### config.mk
export PLATFORM = sky130hd
export DESIGN_NAME = gal22v10_vector_sequencer
export DESIGN_NICKNAME = d
export VERILOG_FILES = /design/src/rtl/gal22v10_vector_sequencer.sv
export SDC_FILE = /design/constraint.sdc
export NUM_CORES = 1
export LEC_CHECK = 0
export BUFFER_PORTS_ARGS = -buffer_cell sky130_fd_sc_hd__buf_2
export CORE_MARGIN = 2
export CORE_UTILIZATION = 49
export DETAILED_ROUTE_END_ITERATION = 8
export GPL_TIMING_DRIVEN = 0
export PLACE_DENSITY = 0.75
export SYNTH_ARGS = -nofsm -noshare
export SYNTH_HDL_FRONTEND = slang
export SYNTH_SLANG_ARGS = --single-unit
export TNS_END_PERCENT = 30
### constraint.sdc
create_clock -name CLK -period 2.4 [get_ports CLK]
set_input_delay 0.48 -clock CLK [delete_from_list [all_inputs] [get_ports CLK]]
set_output_delay 0.48 -clock CLK [all_outputs]
set_load 0.05 [all_outputs]
### src/rtl/gal22v10_vector_sequencer.sv
// Sweeps every IN_W-bit vector into a GAL-style DUT, samples IOQ after SETTLE cycles, folds it into a MISR.
// One record per vector on CAP_*; SETTLE+1 cycles/vector unstalled; CAP_READY low freezes I, record and SIG.
module gal22v10_vector_sequencer #(
  parameter int unsigned IN_W   = 12,
  parameter int unsigned OUT_W  = 10,
  parameter int unsigned SETTLE = 4,
  parameter int unsigned SIG_W  = 16,
  parameter logic [31:0] POLY   = 32'h1021
) (
  input  logic             CLK,
  input  logic             nRESET,
  input  logic             START,
  input  logic             ABORT,
  output logic [IN_W-1:0]  I,
  input  logic [OUT_W-1:0] IOQ,
  output logic             BUSY,
  output logic             DONE,
  output logic [SIG_W-1:0] SIG,
  output logic             CAP_VALID,
  input  logic             CAP_READY,
  output logic [IN_W-1:0]  CAP_I,
  output logic [OUT_W-1:0] CAP_O
);

  typedef enum logic [1:0] {S_IDLE, S_SETTLE, S_EMIT, S_DONE} state_t;

  localparam logic [SIG_W-1:0] POLY_V    = POLY[SIG_W-1:0];
  localparam logic [7:0]       SETTLE_M1 = 8'(SETTLE - 1);

  state_t           state;
  logic [7:0]       cnt;
  logic [IN_W-1:0]  i_q;
  logic [SIG_W-1:0] sig_q;
  logic [SIG_W-1:0] sig_nxt;
  logic             busy_q;
  logic             done_q;
  logic             cap_vld_q;
  logic [IN_W-1:0]  cap_i_q;
  logic [OUT_W-1:0] cap_o_q;

  always_comb begin
    sig_nxt = {sig_q[SIG_W-2:0], 1'b0} ^ (sig_q[SIG_W-1] ? POLY_V : '0) ^ SIG_W'(IOQ);
  end

  always_ff @(posedge CLK or negedge nRESET) begin
    if (!nRESET) begin
      state     <= S_IDLE;
      cnt       <= '0;
      i_q       <= '0;
      sig_q     <= '0;
      busy_q    <= 1'b0;
      done_q    <= 1'b0;
      cap_vld_q <= 1'b0;
      cap_i_q   <= '0;
      cap_o_q   <= '0;
    end else if (ABORT) begin
      // SIG is deliberately left alone so the partial signature stays observable.
      state     <= S_IDLE;
      cnt       <= '0;
      i_q       <= '0;
      busy_q    <= 1'b0;
      done_q    <= 1'b0;
      cap_vld_q <= 1'b0;
    end else begin
      case (state)
        S_IDLE, S_DONE: begin
          if (START) begin
            state  <= S_SETTLE;
            cnt    <= SETTLE_M1;
            i_q    <= '0;
            sig_q  <= '1;
            busy_q <= 1'b1;
            done_q <= 1'b0;
          end
        end
        S_SETTLE: begin
          if (cnt == 8'd0) begin
            state     <= S_EMIT;
            cap_o_q   <= IOQ;
            cap_i_q   <= i_q;
            sig_q     <= sig_nxt;
            cap_vld_q <= 1'b1;
          end else begin
            cnt <= cnt - 8'd1;
          end
        end
        S_EMIT: begin
          if (CAP_READY) begin
            cap_vld_q <= 1'b0;
            if (i_q == {IN_W{1'b1}}) begin
              state  <= S_DONE;
              busy_q <= 1'b0;
              done_q <= 1'b1;
            end else begin
              state <= S_SETTLE;
              i_q   <= i_q + IN_W'(1);
              cnt   <= SETTLE_M1;
            end
          end
        end
        default: state <= S_IDLE;
      endcase
    end
  end

  assign I         = i_q;
  assign SIG       = sig_q;
  assign BUSY      = busy_q;
  assign DONE      = done_q;
  assign CAP_VALID = cap_vld_q;
  assign CAP_I     = cap_i_q;
  assign CAP_O     = cap_o_q;

endmodule

==> flow_summary.ini <==
[outcome]
status = complete, but fails checks
violations = DRC

[detailed_routing]
drt_iter0_drc = 123
wl_per_cell_um = 15.9
postRouteAntennaNets = 0
routed_wl_um = 7230
drc = 1
routed_via_density = 5.81
num_vias = 2645
firstDrtPassIters = 7

[place]
port_buffers = 67
place_congestion = 0.916
placed_cell_area_sq_um = 3720
dpl.hpwl_um = 5070

[global_route]
grt.total_usage = 0.214
use_met3 = 0.0404
met1_usage = 0.297
grt_max_degree = 64
busiest_layer = met2
use_met2 = 0.335
grt-ovfl-total = 0
first_global_vias = 2570
grt_antenna_before_repair = 0
grt_pass1_wl_um = 12500

[yosys]
netlist_instances = 296
synth_edf_count = 0
async_flop_share = 1.00
ys_types = 48
synth-xor-area-share = 0.0320
synth_top_family_by_area = simple AND/OR/NAND/NOR gates
synth_fa_ha_area_frac = 0.0228
yosysSeqAreaShare = 0.480
synth_compound_area_frac = 0.114
synth_warnings = 0
synth_ff_type = dfrtp_1
syn_avg_cell_area_sq_um = 11.1
syn_nets = 317
syn-cell-area_sq_um = 3290
synth-seq-cells = 63
yosys.area_share.simple = 0.172
synth.area.mux_share = 0.145

[final_layout]
drive_gt1_frac = 0.370
mostFrequentLayoutCell = buf_2
nFillCells = 544
layout.nets = 394
fin_area_sq_um = 3900
layout_common_cells = buf_2, dfrtp_1, nand2_1, mux2_2, a21oi_1
area_growth_pct = 18.7
multi_input_area_sq_um = 1620
layout.area.seq_sq_um = 1580
antennaDiodeCount = 0

[power]
p_per_area_nw_per_um2 = 1130
leakage_uw = 0.00177
p_sw_uw = 1990
peakVddDrop_uv = 822
clockPowerShare = 0.175
seqPwrFrac = 0.337
p_comb_frac = 0.489
switching_share = 0.452
p_int_uw = 2410

[timing]
report.final.hold_viol_count = 0
fin_hold_ws_ns = 0.217
rsz0062_at_grt = yes
slew_viol_final = 0
slew_headroom = 0.469
clock_skew_ns = 0.00935
worst_slew_pin_slew_ns = 0.796
setup_viol = 0
final.setup.tns_ns = 0
min_period_ns = 2.30
finalCritPeriodShare = 0.957
max_freq_mhz = 435

[clock_network]
cts_hold_buf = 0
numCtsBuffers = 9
path_clk_slew_ns = 0.07
clock_latency_ns = 0.34
cts_sinks = 63
cts-root-buf = clkbuf_8
cts_tree = done
post_cts_buffers = 0
htree_levels = 3
cts_buffer_depth = 2

[setup_path]
regToRegSetupSlack_ns = 0.10
cp.required_ns = 2.62
r2r_cells = 8
rr_endpoint = SIG[1]$_DFFE_PN0P_
start_kind = flop
cp_max_fo = 10
worstSetupPathType = flop to flop
arrival_ns = 2.52
crit-reg2reg-launch = cnt[0]$_DFFE_PN0P_
cp-end-kind = flop

[floorplanning]
core.rowCount = 29
start_util = 0.512
die_area_sq_um = 7380
io_pins = 68
die_w_um = 85.9
core-area_sq_um = 6420
die_h_um = 85.9

[job]
cap_violations = 0

[hold_path]
hp-class = input port to asynchronous set/reset pin
## sequential cells by signal, summed over array words and instances (netlist names)
register	flops
BUSY	1
CAP_I	12
CAP_O	10
CAP_VALID	1
DONE	1
I	12
SIG	16
cnt	8
state	2
## critical path: stages (launching register included)
cell and delay (ns):
dfrtp_2 0.46, inv_2 0.09, ha_1 0.20, or3b_4 0.42, o21ai_4 0.22, and3_1 0.20
buf_6 0.14, buf_12 0.15, mux2_4 0.30
## how the worst max path moves through the flow
stage | start | to | slack, ns | depth (start not counted)
detailed placement | state[1]$_DFFE_PN0P_ | CAP_O[7]$_DFFE_PN0P_ | -0.10 | 8
finish | cnt[0]$_DFFE_PN0P_ | SIG[1]$_DFFE_PN0P_ | 0.10 | 8
CTS | cnt[0]$_DFFE_PN0P_ | SIG[1]$_DFFE_PN0P_ | 0.0009 | 8
floorplan | I[1]$_DFFE_PN0P_ | cnt[5]$_DFFE_PN0P_ | 0.08 | 5
global placement | state[1]$_DFFE_PN0P_ | CAP_I[2]$_DFFE_PN0P_ | -0.09 | 8
global route | I[0]$_DFFE_PN0P_ | cnt[5]$_DFFE_PN0P_ | 0.0007 | 5
## area by class of cell
cell class | count | share of cell area
multi-input cells | 210 | 0.415
flip-flops and latches | 63 | 0.405
repair buffers | 67 | 0.0866
clock buffers | 12 | 0.0346
well taps | 77 | 0.0247
plain buffers | 15 | 0.0218
inverters | 7 | 0.00674
clock inverters | 4 | 0.00577
## layer usage
metal | up-vias | part of all wire
met5 | - | 0
li1 | 1242 | -
met4 | 0 | 0.013
met3 | 11 | 0.045
met1 | 1326 | 0.45
met2 | 66 | 0.49
## cells by family after synthesis
family / Yosys count
AOI/OAI and AO/OA: 51
xor gates and xnor gates: 12
adders and majority gates: 6
buffers and inverters: 23
DFF: 63
muxes: 39
and+or+nand+nor: 102
## through the flow
step | setup WS [ns] | total power [uW] | cells | util
after floorplan | 0.0788 | 3140 | 296 | -
after global placement | -0.0936 | 3580 | 440 | 0.579
after detailed placement | -0.103 | 3620 | 440 | 0.579
after CTS | 0.000942 | 4410 | 455 | 0.605
after global routing | 0.000693 | 4670 | 455 | 0.607
final | 0.104 | 4400 | 455 | 0.607
## power groups by stage
stage,clock [uW],sequential (uW),combinational [uW]
2_1_floorplan,0,2070,1070
3_3_place_gp,0,1480,2100
3_5_place_dp,0,1490,2130
4_1_cts,794,1470,2140
5_1_grt,851,1510,2300
6_report,769,1480,2150
## synth_stat cells, types with 4 or more instances
library cell,number,share of area
nor2_1,4,0.0046
clkbuf_1,9,0.010
mux2_2,29,0.099
nor4_1,8,0.015
inv_1,7,0.0080
nand2b_1,9,0.017
nand2_1,30,0.034
a21oi_1,13,0.020
o21ai_0,7,0.011
nand4_1,4,0.0076
a221o_1,6,0.018
xnor2_1,11,0.029
and3_1,7,0.013
mux2_4,10,0.046
dfrtp_1,63,0.48
nor3_1,11,0.017
or4_1,5,0.011
o22a_1,5,0.013
ha_1,6,0.023
nand3_1,7,0.011
## what timing repair did
| action | 4_1_cts | 5_1_grt |
|---|---|---|
| endpoints found under the setup margin | 34 | 36 |
| gates resized for setup | 4 | 7 |
| pin swaps | 0 | 1 |
| hold endpoints to repair | 0 | 0 |
No activity file was read; power rests on OpenSTA's default activity.
